<file path="config.mk">
export PLATFORM = sky130hd
export DESIGN_NAME = bram_fifo_ctrl
export DESIGN_NICKNAME = d
export VERILOG_FILES = /design/src/rtl/bram_fifo_ctrl_pkg.sv /design/src/rtl/bram_fifo_ctrl.sv
export SDC_FILE = /design/constraint.sdc
export NUM_CORES = 1
export LEC_CHECK = 0
export CELL_PAD_IN_SITES_DETAIL_PLACEMENT = 1
export CELL_PAD_IN_SITES_GLOBAL_PLACEMENT = 1
export CORE_ASPECT_RATIO = 1.5
export CORE_MARGIN = 2
export CORE_UTILIZATION = 24
export DETAILED_ROUTE_END_ITERATION = 6
export PLACE_DENSITY = 0.84
export SYNTH_ARGS = -nofsm -noshare
export SYNTH_HDL_FRONTEND = slang
export SYNTH_SLANG_ARGS = --single-unit
</file>
<file path="constraint.sdc">
create_clock -name clk -period 4 [get_ports clk]
set_input_delay 0.6 -clock clk [delete_from_list [all_inputs] [get_ports clk]]
set_output_delay 0.6 -clock clk [all_outputs]
set_load 0.01 [all_outputs]
</file>
<file path="src/rtl/bram_fifo_ctrl_pkg.sv">
// Shared constants and types for the block-RAM backed FIFO controller.
package bram_fifo_ctrl_pkg;

  localparam int FIFO_ADDR_W = 8;
  localparam int FIFO_DATA_W = 16;
  localparam int FIFO_DEPTH  = 256;

  // Occupancy needs one extra bit so that a completely full FIFO (256) is representable.
  typedef logic [FIFO_ADDR_W:0] count_t;

endpackage : bram_fifo_ctrl_pkg

</file>
<file path="src/rtl/bram_fifo_ctrl.sv">
// Synchronous FIFO controller driving an external 256x16 block RAM with a
// registered read port. The RAM is outside this block; only its ports are driven here.
module bram_fifo_ctrl
  import bram_fifo_ctrl_pkg::*;
#(
  parameter int ADDR_W     = FIFO_ADDR_W,
  parameter int DATA_W     = FIFO_DATA_W,
  parameter int AFULL_LVL  = 240,
  parameter int AEMPTY_LVL = 16
) (
  input  logic              clk,
  input  logic              rst,
  input  logic              wr_en,
  input  logic [DATA_W-1:0] wr_data,
  input  logic              rd_en,
  output logic [DATA_W-1:0] rd_data,
  output logic              rd_valid,
  output logic              full,
  output logic              empty,
  output logic              almost_full,
  output logic              almost_empty,
  output logic [ADDR_W:0]   count,
  output logic              overflow,
  output logic              underflow,
  output logic [ADDR_W-1:0] mem_waddr,
  output logic              mem_we,
  output logic [DATA_W-1:0] mem_wdata,
  output logic [ADDR_W-1:0] mem_raddr,
  input  logic [DATA_W-1:0] mem_rdata
);

  localparam logic [ADDR_W:0]   CNT_ZERO  = '0;
  localparam logic [ADDR_W:0]   CNT_ONE   = (ADDR_W+1)'(1);
  localparam logic [ADDR_W:0]   CNT_DEPTH = (ADDR_W+1)'(1 << ADDR_W);
  localparam logic [ADDR_W:0]   CNT_AFULL = (ADDR_W+1)'(AFULL_LVL);
  localparam logic [ADDR_W:0]   CNT_AEMPT = (ADDR_W+1)'(AEMPTY_LVL);
  localparam logic [ADDR_W-1:0] PTR_ZERO  = '0;
  localparam logic [ADDR_W-1:0] PTR_ONE   = ADDR_W'(1);

  logic [ADDR_W-1:0] wr_ptr_r;
  logic [ADDR_W-1:0] rd_ptr_r;
  logic [ADDR_W:0]   count_r;
  logic              rd_valid_r;
  logic              overflow_r;
  logic              underflow_r;
  logic              push_ok_s;
  logic              pop_ok_s;

  // Flags derive only from the registered occupancy, never from this cycle's requests.
  assign full         = (count_r == CNT_DEPTH);
  assign empty        = (count_r == CNT_ZERO);
  assign almost_full  = (count_r >= CNT_AFULL);
  assign almost_empty = (count_r <= CNT_AEMPT);

  // A push is never accepted during reset so the RAM sees no write in that cycle.
  // Because a pop needs count>0 and a push needs count<256, the write and read
  // addresses can never collide in an accepted cycle.
  assign push_ok_s = wr_en & ~full & ~rst;
  assign pop_ok_s  = rd_en & ~empty;

  assign mem_we    = push_ok_s;
  assign mem_waddr = wr_ptr_r;
  assign mem_wdata = wr_data;
  assign mem_raddr = rd_ptr_r;

  // The RAM registers rdata at the pop edge, so it lines up with rd_valid directly.
  assign rd_data   = mem_rdata;
  assign rd_valid  = rd_valid_r;
  assign count     = count_r;
  assign overflow  = overflow_r;
  assign underflow = underflow_r;

  // Pointer, occupancy, read-valid pipeline and sticky error state.
  always_ff @(posedge clk) begin
    if (rst) begin
      wr_ptr_r    <= PTR_ZERO;
      rd_ptr_r    <= PTR_ZERO;
      count_r     <= CNT_ZERO;
      rd_valid_r  <= 1'b0;
      overflow_r  <= 1'b0;
      underflow_r <= 1'b0;
    end else begin
      if (push_ok_s) begin
        wr_ptr_r <= wr_ptr_r + PTR_ONE;
      end else begin
        wr_ptr_r <= wr_ptr_r;
      end

      if (pop_ok_s) begin
        rd_ptr_r <= rd_ptr_r + PTR_ONE;
      end else begin
        rd_ptr_r <= rd_ptr_r;
      end

      case ({push_ok_s, pop_ok_s})
        2'b10:   count_r <= count_r + CNT_ONE;
        2'b01:   count_r <= count_r - CNT_ONE;
        default: count_r <= count_r;
      endcase

      rd_valid_r  <= pop_ok_s;
      overflow_r  <= overflow_r | (wr_en & full);
      underflow_r <= underflow_r | (rd_en & empty);
    end
  end

endmodule : bram_fifo_ctrl

</file>
; Word-level counts from Yosys, hierarchy flattened
; Index checks and enable logic that the tools add are counted.
[word_totals]
register_bits = 28
inputBits = 36
out_inout_bits = 65
wordCells = 28
[classes]
add_sub_neg = 4
order_cmp = 2
eq_ne = 3
mux = 1
n_bitwise = 10
reduce_logical = 2
[op_table]
columns = op, count
row1 = $pmux W9 S2, 1
row2 = $add A8 B1 Y8 const B, 2
row3 = $add A9 B1 Y9 const B, 1
row4 = $eq A9 B9 Y1 const B, 1
row5 = $ge A9 B8 Y1 const B, 1
row6 = $le A9 B5 Y1 const B, 1
row7 = $logic_not A9 Y1, 1
row8 = $sub A9 B1 Y9 const B, 1
row9 = $and A1 B1 Y1, 5
row10 = $not A1 Y1, 3
row11 = $eq A2 B1 Y1 const B, 1
row12 = $eq A2 B2 Y1 const B, 1
row13 = $or A1 B1 Y1, 2
row14 = $reduce_bool A2 Y1, 1

; Longest topological paths before layout
; Gate-level depths: netlist (run 1).
[logic_depth]
word_depth = 6
depth_mapped = 10
ltp_nobuf = 9

; Worst setup path after synthesis (run 1)
; Ideal clock, no wire load.
[synth_path]
path_kind = reg-to-reg
start = reg count_r[0], in the netlist count[0]
end = reg count_r[8], in the netlist count[8]
setup_ns = 0.134
arrival_time_ns = 3.277
required_time_ns = 3.866
path_slack_ns = 0.589
path_stages_with_launch = 11
n_path_buf = 1
synth_period_minus_slack_ns = 3.411
cell_sequence = dfxtp_1 -> or4_1 -> buf_2 -> o31ai_4 -> inv_1 -> ha_1 -> fa_1 -> a211oi_1 -> o211ai_1 -> o221a_2 -> or4_1
[synth_between]
word_cells_on_any_way = 13
cone_classes = 2 x add/sub / 3 x eq/ne / 1 x mux / 5 x bitwise / 2 x reduce/logical
[synth_rtl]
columns = item, line_no
row1 = from (decl), bram_fifo_ctrl.sv:42  ; logic [ADDR_W:0] count_r;
row2 = from (signal assigned), bram_fifo_ctrl.sv:96  ; 2'b10: count_r <= count_r + CNT_ONE;
row3 = from (signal assigned), bram_fifo_ctrl.sv:97  ; 2'b01: count_r <= count_r - CNT_ONE;
row4 = from (signal assigned), bram_fifo_ctrl.sv:98  ; default: count_r <= count_r;
row5 = $logic_not A9 Y1 (*), bram_fifo_ctrl.sv:51  ; assign empty = (count_r == CNT_ZERO);
row6 = $not A1 Y1 (*), bram_fifo_ctrl.sv:59  ; assign pop_ok_s = rd_en & ~empty;
row7 = $and A1 B1 Y1 (*), bram_fifo_ctrl.sv:59
row8 = named net pop_ok_s, bram_fifo_ctrl.sv:47  ; logic pop_ok_s;
row9 = $eq A2 B1 Y1 or $eq A2 B2 Y1 (tied branches), bram_fifo_ctrl.sv:95  ; case ({push_ok_s, pop_ok_s})
row10 = $pmux W9 S2 or $reduce_bool A2 Y1 (tied branches), n/a
; Mark *: on every way through the listed nets, which the timed path passes. The rest lies on a longest branch.
; A chain may end at the register's enable or synchronous reset.

; Worst setup path after layout (run 1)
; Ends and elaborated chain as after synthesis.

==> summary.md, run 1 <==
| Metric | Value |
|---|---|
| CP max FO | `8` |
| CP Launch Type | `flip-flop` |
| Tmin final | `3.61 ns` |
| Syn nets | `268` |
| Post-synth cell types | `45` |
| Status | `finished, final reports clean` |
| Post-synth EDFFs | `0` |
| Port bufs | `36` |
| Pins Over Slew Limit | `0` |
| Initial antenna violation count | `0` |
| Nets@finish | `275` |
| # rows | `39` |
| Synthesized instance count | `221` |
| Post-DP Area | `0.00213 sq mm` |
| Synth-to-Final Area Change | `18.0%` |
| Vias in the first global route | `1675` |
| PwrDens | `737 mW/mm^2` |
| Hold crit path type | `reg2reg` |
| Chip height | `112 um` |
| Synth area leaders | `dfxtp_1 30%, buf_4 13%, ha_1 6.7%, nor2_1 4.4%, xnor2_1 3.7%` |
| Worst endpoint required time | `4.14 ns` |
| Share of the synthesized area in the top cell type | `0.299` |
| Die area | `0.00854 sq mm` |
| Cts hold-fix bufs | `0` |
| Final Hold Vio Count | `0` |
| Clk_skew | `0.00217 ns` |
| Post-synth top flop | `dfxtp_1` |
| RSZ-0062 raised after global routing | `no` |
| Most instantiated library cell after synthesis | `buf_4` |
| DR pass1 iterations | `4` |
| Core ar. | `0.00761 sq mm` |
| Critical setup path kind | `reg2reg` |
| Crit. End Element | `flip-flop` |
| First-pass GRT wire length | `8140 um` |
| Overall Power | `1.63 mW` |
| WHS | `0.466 ns` |
| # IOs | `101` |
| Setup TNS | `0 ns` |
| Antenna diode count | `0` |
| Clock-pin slew on the worst setup and hold paths | `0.06 ns` |
| H-Tree Level Count | `1` |
| Routed Antenna Nets | `0` |
| Maxcap violations | `0` |
| Routability Congestion | `0.845` |
| Crit path DAT | `3.75 ns` |
| Total track usage | `0.114` |
| Total clock buffers created by CTS | `3` |
| Via density | `4.94` |
| Initial core utilization | `0.246` |
| Largest area contributor in the netlist | `dfxtp_1` |
| Layout cells sized above 1 | `0.0664` |
| # setup viols final | `0` |
| Largest net degree at the start of global routing | `28` |
| CTS root buf | `clkbuf_16` |
| Residual DRC | `0` |
| Fmax | `277 MHz` |
| Clk_lat worst skew | `0.26 ns` |
| Post_cts resized | `0` |
| Static leakage | `0.845 nW` |
| Detailed Place HPWL | `3730 um` |
| Vias | `1621` |
| Die W | `76.1 um` |
| CTS Sinks | `28` |
| Post-CTS Setup Inserts | `0` |
| Avg Cell Area, Syn | `8.47 sq um` |
| Overflow after GRT | `0` |
| Yosys reg bits | `28` |
| Least-Margin Pin Slew | `0.461 ns` |
| Top cells by instance count after synthesis | `32 x buf_4, 28 x dfxtp_1, 22 x nor2_1, 13 x a21oi_1, 10 x ha_1` |
| Syn. warnings | `0` |
| Max VDD drop | `255 uV` |
| Max-slew headroom | `0.693` |
| Fillers | `929` |
| CTS tree | `built` |
| Mapped Area | `0.00187 sq mm` |
| CTS max path bufs | `2` |
| Final period util | `0.902` |
| Ys async rst share | `0` |
| WL per Instance | `14.8 um` |
| Fin area | `0.00221 sq mm` |
| Seq/Total Area, Yosys | `0.299` |
| Wirelength, routed | `4860 um` |
| Initial DRC Count | `30` |
## worst max-delay path: stages (launching register included)
cell and delay [ns]:
dfxtp_1 0.39, or4_1 0.70, o31ai_4 0.47, inv_1 0.09, ha_1 0.25, fa_1 0.43
a211oi_1 0.32, o211ai_1 0.17, o221a_2 0.15, or4_1 0.51
## path summary, 6_finish.rpt
kind	start	to	slack (ns)	depth (start not counted)
worst max-delay path	count[0]	count[8]	0.39	9
worst min-delay path	mem_waddr[7]	mem_waddr[7]	0.47	1
worst max register to register	count[0]	count[8]	0.39	9
worst min register to register	mem_waddr[7]	mem_waddr[7]	0.47	1
## placed cells by master, fill, tap and decap left out, drive strengths merged, types with 6 or more instances in the layout
| cell type | count |
|---|---|
| inv | 8 |
| nand3 | 6 |
| nand2 | 9 |
| nor2 | 22 |
| or4 | 8 |
| ha | 10 |
| buf | 6 |
| clkdlybuf4s50 | 36 |
| xnor2 | 8 |
| a21oi | 13 |
| dfxtp | 28 |
| o21ai | 6 |
## stage by stage
| stage | worst slack, ns | std cells | utilization |
|---|---|---|---|
| 2_1_floorplan | 0.589 | 221 | - |
| 3_3_place_gp | 0.401 | 325 | 0.280 |
| 3_5_place_dp | 0.309 | 325 | 0.280 |
| 4_1_cts | 0.380 | 328 | 0.290 |
| 5_1_grt | 0.179 | 328 | 0.290 |
| 6_report | 0.390 | 328 | 0.290 |
## final cells by class
class | count | area, sq um | area share
multi-input combinational | 145 | 1010 | 0.457
clock buffer | 3 | 75.1 | 0.0340
inverter | 8 | 30.0 | 0.0136
sequential | 28 | 561 | 0.254
timing repair buffer | 42 | 405 | 0.184
tap | 102 | 128 | 0.0578
## kinds of logic after synthesis
kind of cell    share of synthesized area
simple gates                        0.189
mux                                0.0214
xor+xnor                           0.0515
buf+inv                             0.161
compound gates                      0.200
fa+ha+maj                          0.0775
flops                               0.299
## report_power, final
group	internal (mW)	switching, mW	total (mW)
Clock	0.133	0.0896	0.222
Combinational	0.449	0.515	0.964
Sequential	0.342	0.0987	0.440
## routing by layer
layer  routed length (um)  vias up  global-route usage
li1                     -      782                   -
met1                 1980      790               0.126
met3                  181        4              0.0145
met5                    0        -                   0
met2                 2640       45               0.216
met4                   50        0              0.0485
## state kept, by name (all words and copies together) (netlist names)
signal / cells
count: 9
mem_waddr: 8
rd_valid: 1
mem_raddr: 8
overflow: 1
underflow: 1
No activity file was read; power rests on OpenSTA's default activity.
==> inputs of run 2 (changes only) <==
MAX_ROUTING_LAYER = met4   (was unset)
==> run 2 against run 1 <==
Worst hold slack worse by 0.00081 ns. First-iteration DRC count rose to 2.9 times the previous value. Final cell count rose by 0.61%. Sequential power shrank 1%. Highest routed layer unchanged. Via count grew 1.1%. Clock skew up 0.0015 ns. Power is 2.2% higher. Sequential share of layout area is 0.24 points lower.
==> summary.md, run 2 (synthesized netlist as in run 1, its figures left out) <==
| Metric | Value |
|---|---|
| CTS Sinks | `28` |
| Tmin final | `3.63 ns` |
| DR pass1 iterations | `4` |
| Via density | `4.97` |
| Commonest cells after routing, fill and taps aside | `36 x clkdlybuf4s50_1, 28 x dfxtp_1, 22 x nor2_1, 13 x a21oi_1, 10 x ha_1` |
| Vias in the first global route | `1671` |
| Routed Antenna Nets | `0` |
| Hold crit path type | `reg2reg` |
| Reg power frac | `0.262` |
| Final period util | `0.909` |
| Clk_skew | `0.00364 ns` |
| Number of flip-flops in the largest register | `9` |
| Initial core utilization | `0.246` |
| Met2 usage | `0.211` |
| Net Switching | `0.713 mW` |
| Pins Over Slew Limit | `0` |
| Fillers | `932` |
| RSZ-0062 raised after global routing | `no` |
| WHS | `0.465 ns` |
| First-pass GRT wire length | `8050 um` |
| PwrDens | `746 mW/mm^2` |
| Vias | `1639` |
| Layout cells sized above 1 | `0.0746` |
| Die W | `76.1 um` |
| CP Launch Type | `flip-flop` |
| H-Tree Level Count | `1` |
| Clk_lat worst skew | `0.26 ns` |
| P_int | `0.950 mW` |
| Worst endpoint required time | `4.13 ns` |
| # IOs | `101` |
| Final Hold Vio Count | `0` |
| Critical setup path kind | `reg2reg` |
| Grt peak-use layer | `met2` |
| CTS root buf | `clkbuf_16` |
| CTS max path bufs | `2` |
| Max-slew headroom | `0.668` |
| Detailed Place HPWL | `3740 um` |
| Total track usage | `0.116` |
| Most common library cell in the layout ignoring fill and taps | `clkdlybuf4s50_1` |
| # setup viols final | `0` |
| Post_cts resized | `0` |
| Total clock buffers created by CTS | `3` |
| Initial antenna violation count | `0` |
| Combinational power share | `0.591` |
| Cts hold-fix bufs | `0` |
| Nets@finish | `276` |
| # rows | `39` |
| Clock-pin slew on the worst setup and hold paths | `0.07 ns` |
| Crit. End Element | `flip-flop` |
| Clock share of power | `0.148` |
| Overflow after GRT | `0` |
| CP max FO | `8` |
| WL per Instance | `14.9 um` |
| Routability Congestion | `0.850` |
| Largest net degree at the start of global routing | `28` |
| Core ar. | `0.00761 sq mm` |
| Port bufs | `36` |
| Status | `finished, final reports clean` |
| Post-CTS Setup Inserts | `0` |
| Net Sw Frac | `0.429` |
| Static leakage | `0.857 nW` |
| CTS tree | `built` |
| Wirelength, routed | `4930 um` |
| Met1 Usage GRT | `0.131` |
| Antenna diode count | `0` |
| Crit path DAT | `3.77 ns` |
| Die area | `0.00854 sq mm` |
| Maxcap violations | `0` |
| Overall Power | `1.66 mW` |
| Initial DRC Count | `88` |
| Max VDD drop | `237 uV` |
| GR met3 Demand/Resource | `0.0113` |
| Fmax | `275 MHz` |
| Synth-to-Final Area Change | `19.1%` |
| Least-Margin Pin Slew | `0.497 ns` |
| Chip height | `112 um` |
| Residual DRC | `0` |
| Setup TNS | `0 ns` |
## run 2: cell types whose count changed in the layout (fill, tap and decap cells not counted), sizes merged
cell    change
buf         +1
clkbuf      +1
## run 2: final cells by class
class / instances / area (sq um) / share of cell area
repair buffers: 43 / 413 / 0.185
multi-input cells: 145 / 1010 / 0.453
inverters: 8 / 30.0 / 0.0135
well taps: 102 / 128 / 0.0572
clock buffers: 4 / 88.8 / 0.0398
flip-flops and latches: 28 / 561 / 0.251
## run 2: layer usage
metal | up-vias | routed length [um]
met5 | - | 0
met4 | 0 | 52
met3 | 4 | 194
met2 | 45 | 2640
met1 | 798 | 2050
li1 | 792 | -
## run 2: power by group through the flow
| stage | logic, mW | clock network [mW] | registers (mW) |
|---|---|---|---|
| floorplan | 0.610 | 0 | 0.441 |
| global placement | 0.951 | 0 | 0.440 |
| detailed placement | 0.976 | 0 | 0.442 |
| CTS | 0.993 | 0.249 | 0.436 |
| global route | 1.08 | 0.260 | 0.450 |
| finish | 0.982 | 0.246 | 0.435 |
## run 2: final timing paths
path	start	endpoint	slack, ns	depth (start not counted)
setup reg to reg	count[0]	count[8]	0.37	9
setup / recovery	count[0]	count[8]	0.37	9
hold / removal	mem_waddr[7]	mem_waddr[7]	0.46	1
hold reg to reg	mem_waddr[7]	mem_waddr[7]	0.46	1
## run 2: metrics by stage
step	worst slack (ns)	instance area [sq um]	utilization	std cells
detailed placement	0.323	2140	0.281	326
floorplan	0.589	1870	-	221
CTS	0.371	2230	0.293	330
global route	0.150	2230	0.293	330
global placement	0.398	2140	0.281	326
finish	0.366	2230	0.293	330
## run 2: critical path, stage by stage (launching register included)
cell      delay (ns)
dfxtp_1         0.39
or4_1           0.72
o31ai_4         0.46
inv_1           0.09
ha_1            0.25
fa_1            0.43
a211oi_1        0.32
o211ai_1        0.17
o221a_2         0.15
or4_1           0.52
